<file path="src/rtl/disp_pkg.sv">
// rtl/disp_pkg.sv - types and constants shared by the dispatcher and worker controllers
package disp_pkg;

    // Default row-index width used by the dispatcher and every worker controller
    localparam int DEF_ROW_W   = 10;

    // Number of worker controllers hanging off one dispatcher
    localparam int NUM_WORKERS = 16;

    // Worker controller job phases
    typedef enum logic [1:0] {
        IDLE   = 2'd0,
        LAUNCH = 2'd1,
        RUN    = 2'd2,
        REPORT = 2'd3
    } mc_state_t;

endpackage

</file>
<file path="src/rtl/mc_watchdog.sv">
// rtl/mc_watchdog.sv - cycle watchdog with clear, enable and terminal-count flag
module mc_watchdog #(
    parameter int TIMEOUT_CYC = 4096
) (
    input  logic i_clk,
    input  logic i_rst,
    input  logic i_clear,
    input  logic i_enable,
    output logic o_tc
);

    // One spare bit so the compare value TIMEOUT_CYC-1 always fits
    localparam int WD_W = $clog2(TIMEOUT_CYC) + 1;

    logic [WD_W-1:0] r_count;

    // Count enabled cycles; clear has priority so a fresh job always starts at zero
    always_ff @(posedge i_clk) begin
        if (i_rst || i_clear) begin
            r_count <= '0;
        end else if (i_enable) begin
            r_count <= r_count + 1'b1;
        end
    end

    // Terminal count: the cycle in which this job has spent TIMEOUT_CYC cycles running
    assign o_tc = (r_count == WD_W'(TIMEOUT_CYC - 1));

endmodule

</file>
<file path="src/rtl/worker_mc.sv">
// rtl/worker_mc.sv - per-worker master controller between dispatcher, Julia worker and frame writer
module worker_mc
    import disp_pkg::*;
#(
    parameter int ROW_W       = DEF_ROW_W,
    parameter int TIMEOUT_CYC = 4096,
    parameter int CNT_W       = 16
) (
    input  logic             wr_clk,
    input  logic             wr_rst,
    input  logic             wr_start,
    input  logic [ROW_W-1:0] wr_row,
    output logic             wr_done,
    output logic             jw_begin,
    output logic [ROW_W-1:0] jw_row,
    input  logic             jw_done,
    output logic             res_valid,
    input  logic             res_ready,
    output logic [ROW_W-1:0] res_row,
    output logic             res_timeout,
    output logic             err_overrun,
    output logic [CNT_W-1:0] jobs_done
);

    mc_state_t        r_state;
    mc_state_t        w_state_nxt;
    logic             w_tc;
    logic             w_accept;
    logic             w_overrun;
    logic             w_run_exit;
    logic             w_handshake;

    logic             r_wr_done;
    logic             r_jw_begin;
    logic             r_res_valid;
    logic             r_res_timeout;
    logic             r_err_overrun;
    logic [ROW_W-1:0] r_row;
    logic [CNT_W-1:0] r_jobs;

    mc_watchdog #(
        .TIMEOUT_CYC (TIMEOUT_CYC)
    ) u_watchdog (
        .i_clk    (wr_clk),
        .i_rst    (wr_rst),
        .i_clear  (r_state == LAUNCH),
        .i_enable (r_state == RUN),
        .o_tc     (w_tc)
    );

    // Next-state decode and the per-cycle events that drive the registered datapath
    always_comb begin
        w_state_nxt = r_state;
        w_accept    = 1'b0;
        w_overrun   = 1'b0;
        w_run_exit  = 1'b0;
        w_handshake = 1'b0;
        case (r_state)
            IDLE: begin
                if (wr_start) begin
                    w_accept    = 1'b1;
                    w_state_nxt = LAUNCH;
                end
            end
            LAUNCH: begin
                w_overrun   = wr_start;
                w_state_nxt = RUN;
            end
            RUN: begin
                w_overrun = wr_start;
                if (jw_done || w_tc) begin
                    w_run_exit  = 1'b1;
                    w_state_nxt = REPORT;
                end
            end
            REPORT: begin
                w_overrun = wr_start;
                if (res_ready) begin
                    w_handshake = 1'b1;
                    w_state_nxt = IDLE;
                end
            end
            default: begin
                w_state_nxt = IDLE;
            end
        endcase
    end

    // State register plus registered outputs decoded from the next state
    always_ff @(posedge wr_clk) begin
        if (wr_rst) begin
            r_state       <= IDLE;
            r_wr_done     <= 1'b1;
            r_jw_begin    <= 1'b0;
            r_res_valid   <= 1'b0;
            r_res_timeout <= 1'b0;
            r_err_overrun <= 1'b0;
            r_row         <= '0;
            r_jobs        <= '0;
        end else begin
            r_state     <= w_state_nxt;
            r_wr_done   <= (w_state_nxt == IDLE);
            r_jw_begin  <= (w_state_nxt == LAUNCH);
            r_res_valid <= (w_state_nxt == REPORT);
            if (w_accept) begin
                r_row         <= wr_row;
                r_res_timeout <= 1'b0;
            end
            // jw_done wins over the terminal count when both land together
            if (w_run_exit) begin
                r_res_timeout <= !jw_done;
            end
            if (w_overrun) begin
                r_err_overrun <= 1'b1;
            end
            if (w_handshake) begin
                r_jobs <= r_jobs + 1'b1;
            end
        end
    end

    assign wr_done     = r_wr_done;
    assign jw_begin    = r_jw_begin;
    assign jw_row      = r_row;
    assign res_valid   = r_res_valid;
    assign res_row     = r_row;
    assign res_timeout = r_res_timeout;
    assign err_overrun = r_err_overrun;
    assign jobs_done   = r_jobs;

endmodule
</file>
<file path="config.mk">
export PLATFORM = sky130hd
export DESIGN_NAME = worker_mc
export DESIGN_NICKNAME = d
export VERILOG_FILES = /design/src/rtl/disp_pkg.sv /design/src/rtl/mc_watchdog.sv /design/src/rtl/worker_mc.sv
export SDC_FILE = /design/constraint.sdc
export NUM_CORES = 1
export LEC_CHECK = 0
export BUFFER_PORTS_ARGS = -buffer_cell sky130_fd_sc_hd__buf_2
export CORE_UTILIZATION = 40
export CTS_BUF_LIST = sky130_fd_sc_hd__clkbuf_4
export CTS_CLUSTER_DIAMETER = 120
export DETAILED_ROUTE_END_ITERATION = 8
export HOLD_SLACK_MARGIN = 0.15
export PLACE_DENSITY = 0.73
export SLEW_MARGIN = 25
export SYNTH_ARGS = -nofsm -noshare
export SYNTH_HDL_FRONTEND = slang
export SYNTH_SLANG_ARGS = --single-unit
</file>
<file path="constraint.sdc">
create_clock -name wr_clk -period 2.5 [get_ports wr_clk]
set_input_delay 0.5 -clock wr_clk [delete_from_list [all_inputs] [get_ports wr_clk]]
set_output_delay 0.5 -clock wr_clk [all_outputs]
set_load 0.02 [all_outputs]
</file>
### Word-level counts from Yosys, hierarchy flattened

Cells that the tools add are included.

| word-level totals | value |
|---|---|
| register bits | 46 |
| input port bits | 15 |
| output and inout bits | 41 |
| logic and storage cells | 37 |

| cells by class | value |
|---|---|
| $add $sub $neg | 2 |
| eq/ne operators | 6 |
| mux-type cells | 13 |
| reduce and logical (&&, ||, !) cells | 7 |

Operators with widths:

| cell | number |
|---|---|
| adder 16 x 1 -> 16 bit, second input constant | 1 |
| adder 13 x 1 -> 13 bit, second input constant | 1 |
| == test 13 x 12 -> 1 bit, second input constant | 1 |
| 2-to-1 mux 1 bit | 9 |
| one-hot mux 2 bit (4 select lines) | 1 |
| == test 2 bit, second input constant | 3 |
| 2-to-1 mux 2 bit | 3 |
| == test 2 x 1 -> 1 bit, second input constant | 2 |
| logical NOT 2 bit | 2 |
| OR reduction 3 bit | 1 |
| logical OR 1 bit | 2 |
| nonzero test 2 bit | 1 |
| logical NOT 1 bit | 1 |

### Depth between registers and ports, before layout

| depth | value |
|---|---|
| depth after elaboration | 5 |
| depth in mapped cells | 6 |
| mapped depth without buffers | 5 |

### Cells and area by module

Synthesis repeated with hierarchy kept, for this count alone.

| second synthesis, totals | value |
|---|---|
| cells, all modules | 229 |
| area, all modules | 1989.4 um2 |

Modules (own cells, without submodules):

| module | times used | cells each | area each (um2) |
|---|---|---|---|
| worker_mc | 1 | 162 | 1373.8 |
| mc_watchdog | 1 | 67 | 615.6 |

### Worst setup path after synthesis

OpenSTA, ideal clock, no wires.

| path | value |
|---|---|
| path type | register -> register |
| start | register r_jobs[3] (netlist: jobs_done[3]) |
| end | register r_jobs[15] (netlist: jobs_done[15]) |
| library setup time | 0.121 ns |
| arrival | 1.590 ns |
| data required time | 2.379 ns |
| setup slack | 0.789 ns |
| stages on the path, launching flop included | 5 |
| path buffers | 0 |
| clock period less this slack | 1.711 ns |
| cell sequence | dfxtp_1 nand4_1 nor4_4 nor3b_2 mux2_2 |

| between the ends | value |
|---|---|
| word-level cells in the longest chain between the ends | 1 |

RTL lines:

| what | RTL line | RTL |
|---|---|---|
| start: declaration | worker_mc.sv:39 | `logic [CNT_W-1:0] r_jobs;` |
| start signal: assignment | worker_mc.sv:117 | `r_jobs <= r_jobs + 1'b1;` |
| adder 16 x 1 -> 16 bit | worker_mc.sv:117 |  |

Every way passes these cells.
A chain may end at the register's enable or synchronous reset.

### Worst setup path after layout

| path | value |
|---|---|
| start | register r_state[1] |
| end | register r_jobs[15] (netlist: jobs_done[15]) |

| between the ends | value |
|---|---|
| word-level cells in the longest chain between the ends | 2 |

RTL lines:

| what | RTL line | RTL |
|---|---|---|
| start: declaration | worker_mc.sv:25 | `mc_state_t r_state;` |
| start signal: assignment | worker_mc.sv:101 | `r_state <= w_state_nxt;` |
| == test 2 bit | worker_mc.sv:58 | `case (r_state)` |
| 2-to-1 mux 1 bit | worker_mc.sv:58 |  |

Every way passes these cells.

==> qor.csv <==
stage,metric,value,unit
worst_setup_path,RR Startpoint,r_state[1]$_SDFF_PP0_,
detailed_routing,DRC,0,
yosys,syn_nets,249,
detailed_routing,DRT Wirelength,3.959,mm
placement,post-placement cell count,334,
timing,"Hold Violations, Final",0,
yosys,Yosys cell types,35,
placement,DP Wirelength,2.766,mm
grt,GRT Util Overall,15.67,%
die,Core Box Area,4817,um2
worst_setup_path,CP max FO,9,
yosys,"EDFF count, synth",0,
worst_setup_path,master of the slowest instance on the critical path,dfxtp_1,
die,row cnt,25,
yosys,Cells after Synth,232,
cells_and_area,synth-to-layout area growth,13.72,%
cells_and_area,ant diodes,0,
yosys,Mapped Avg Cell Area,8.807,um2
grt,largest net degree at the start of global routing,37,
cells_and_area,fin util,48.23,%
worst_setup_path,CP startpoint,r_state[1]$_SDFF_PP0_,
detailed_routing,Via density,4.901,
placement,global placer's final weighted congestion,0.7614,
power,VDD IR-drop max,0.2678,mV
cts,maximum root-to-sink buffer count,2,
hold_path,hold path startpoint,jw_done,
timing,worst slew pin tran,0.6394,ns
cts,hold_buf cts,0,
worst_setup_path,Worst path max stage delay,0.53,ns
placement,I/O Buffers,55,
cts,Post-CTS Setup Inserts,0,
timing,Tcrit/Tclk final,74.92,%
cts,Clock Pin Slew Worst Setup and Hold Paths,0.13,ns
cts,CTS tree,done,
timing,RSZ-0062 raised after global routing,false,
placement,DP Area,2275,um2
cells_and_area,"most common cell after layout, fill and taps aside",buf_2,
cells_and_area,Finished Layout Cells,342,
cells_and_area,Seq. cell area,920.9,um2
timing,Slew Limit Headroom,57.38,%
die,I/O pin count,56,
grt,GR Layer Usage met2,25.69,%
grt,met1 GRT Util,19.57,%
grt,total gr overflow,0,
outcome,status,finished clean,
cells_and_area,share of layout cells above drive strength 1,25.82,%
cells_and_area,"commonest cells after routing, fill and taps aside","buf_2 (55), dfxtp_1 (46), nand2_1 (30), nor2_1 (27), a21oi_1 (20)",
detailed_routing,DR vias,1676,
cells_and_area,area of the multi-input gates,968.4,um2
hold_path,Tightest Hold Check Type,in2reg,
cts,htree depth,2,
cts,Num CTS Buffers,5,
timing,setup_tns,0,ns
cts,clock root cell,clkbuf_4,
yosys,"Seq/Total Area, Yosys",45.07,%
grt,initial antenna violation count,0,
worst_setup_path,CP cell instances,nand3_2 > nor4_4 > nor3b_2 > mux2_2,
power,Pwr Density,537.3,nW/um2
power,Pleak,1.022,nW
timing,fmax,533.9,MHz
die,die area,5398,um2
job,Max Cap Viol,0,
worst_setup_path,WP data arrival,2.12,ns
die,Initial Util,42.42,%
die,Die Width,73.47,um
timing,min cycle time layout,1.873,ns
yosys,Synth Register Bits,46,
timing,Clock Skew,0.01168,ns
cts,"Clk Latency, worst-skew pair",0.35,ns
worst_setup_path,element type at the critical path end,flip-flop,
grt,gr busiest metal,met2,
detailed_routing,TritonRoute pass-1 iters,4,
cts,PostCTS Resize Cnt,0,
grt,met3 Use GR,3.978,%
worst_setup_path,CP required,2.75,ns
detailed_routing,average routed wire per standard cell,11.58,um
yosys,Syn. warnings,0,
cells_and_area,post-route cell area,2323,um2
yosys,mapped cell area,2043,um2
cells_and_area,number of fillers in the final layout,500,
cells_and_area,Nets,291,
detailed_routing,Iteration-0 DRC Markers,90,
worst_setup_path,worst setup path class,reg2reg,
grt,vias in the first global route,1448,
die,Die H,73.47,um
grt,first-pass GRT wire length,6.499,mm
detailed_routing,Final ANT Viol Nets,0,
yosys,most common flop cell mapped by yosys,dfxtp_1,
yosys,ys async rst share,0,%
worst_setup_path,Worst Setup Start Kind,flip-flop,
timing,Final Slew Violations,0,
cts,clk sinks,46,
timing,Final Setup Violations,0,
[metrics by stage]
step | power, mW | worst slack (ns) | hold slack [ns]
finish | 1.248 | 0.6269 | 0.3463
global route | 1.322 | 0.5164 | 0.3193
CTS | 1.266 | 0.6265 | 0.3386
detailed placement | 0.9376 | 0.6098 | 0.4552
global placement | 0.9347 | 0.6431 | 0.4482
floorplan | 0.9057 | 0.7891 | 0.4634
[cell families (layout without fill, tap and decap cells)]
group	Yosys count	in the layout	synth area share [%]
and+or+nand+nor	106	106	28.54
DFF	46	46	45.07
AOI/OAI and AO/OA	28	28	7.288
buffers and inverters	27	70	7.532
xor gates and xnor gates	18	18	7.716
muxes	5	5	2.633
adders and majority gates	2	2	1.225
[layout make-up]
cell class                 instances  share of cell area (%)
multi-input combinational        159                   41.68
sequential                        46                   39.63
timing repair buffer              55                   11.85
tap                               67                   3.608
clock buffer                       5                   1.616
inverter                           7                   1.131
clock inverter                     3                  0.4847
[Yosys cell counts, types with 2 or more instances]
cell      number  area share (%)
and4_1         2            0.86
buf_1          3            0.55
o21ai_0        5             1.2
nand3_1        9             2.2
xnor2_1       11             4.7
or3_1          5             1.5
ha_1           2             1.2
and2_1         2            0.61
and3_1         3            0.92
dfxtp_1       46              45
nand4_1        5             1.5
nor3_1         7             1.7
inv_1          7             1.3
nor3b_2        2             1.2
mux2i_1        2            0.98
clkbuf_1       4            0.73
nand2_1       30             5.5
a21oi_1       20             4.9
buf_4         12             4.4
nor2b_1        4             1.2
xor2_1         7             3.0
nor4_4         2             2.1
nor2_1        27             5.0
mux2_2         3             1.7
nor4_1         2            0.61
[worst max-delay path, delay by kind of cell (launching register included)]
family           cells  cell delay, ns
AND/OR/NAND/NOR      3            0.90
flip-flops           1            0.53
multiplexers         1            0.35
[per-layer routing]
metal | vias up | wire, um
li1 | 857 | -
met1 | 762 | 1853
met2 | 49 | 1840
met3 | 8 | 209
met4 | 0 | 56
met5 | - | 0
[where the power goes]
part / internal [mW] / switching (mW)
registers: 0.755 / 0.0184
logic: 0.0492 / 0.0970
clock network: 0.101 / 0.228
total: 0.905 / 0.344
[worst paths after layout]
path                                              endpoint  slack, ns  cells after the start
worst min register to register      jw_row[7]$_SDFFE_PP0P_       0.47                      2
worst max-delay path            jobs_done[15]$_SDFFE_PP0P_       0.63                      4
worst max register to register  jobs_done[15]$_SDFFE_PP0P_       0.63                      4
worst min-delay path              res_timeout$_SDFFE_PP0P_       0.35                      2
[registers in the layout, indices dropped and copies added, names as in the netlist]
name                cells
res_valid               1
wr_done                 1
jobs_done              16
u_watchdog.r_count     13
jw_row                 10
err_overrun             1
jw_begin                1
res_timeout             1
r_state                 2
Power figures use the tool's default switching activity.
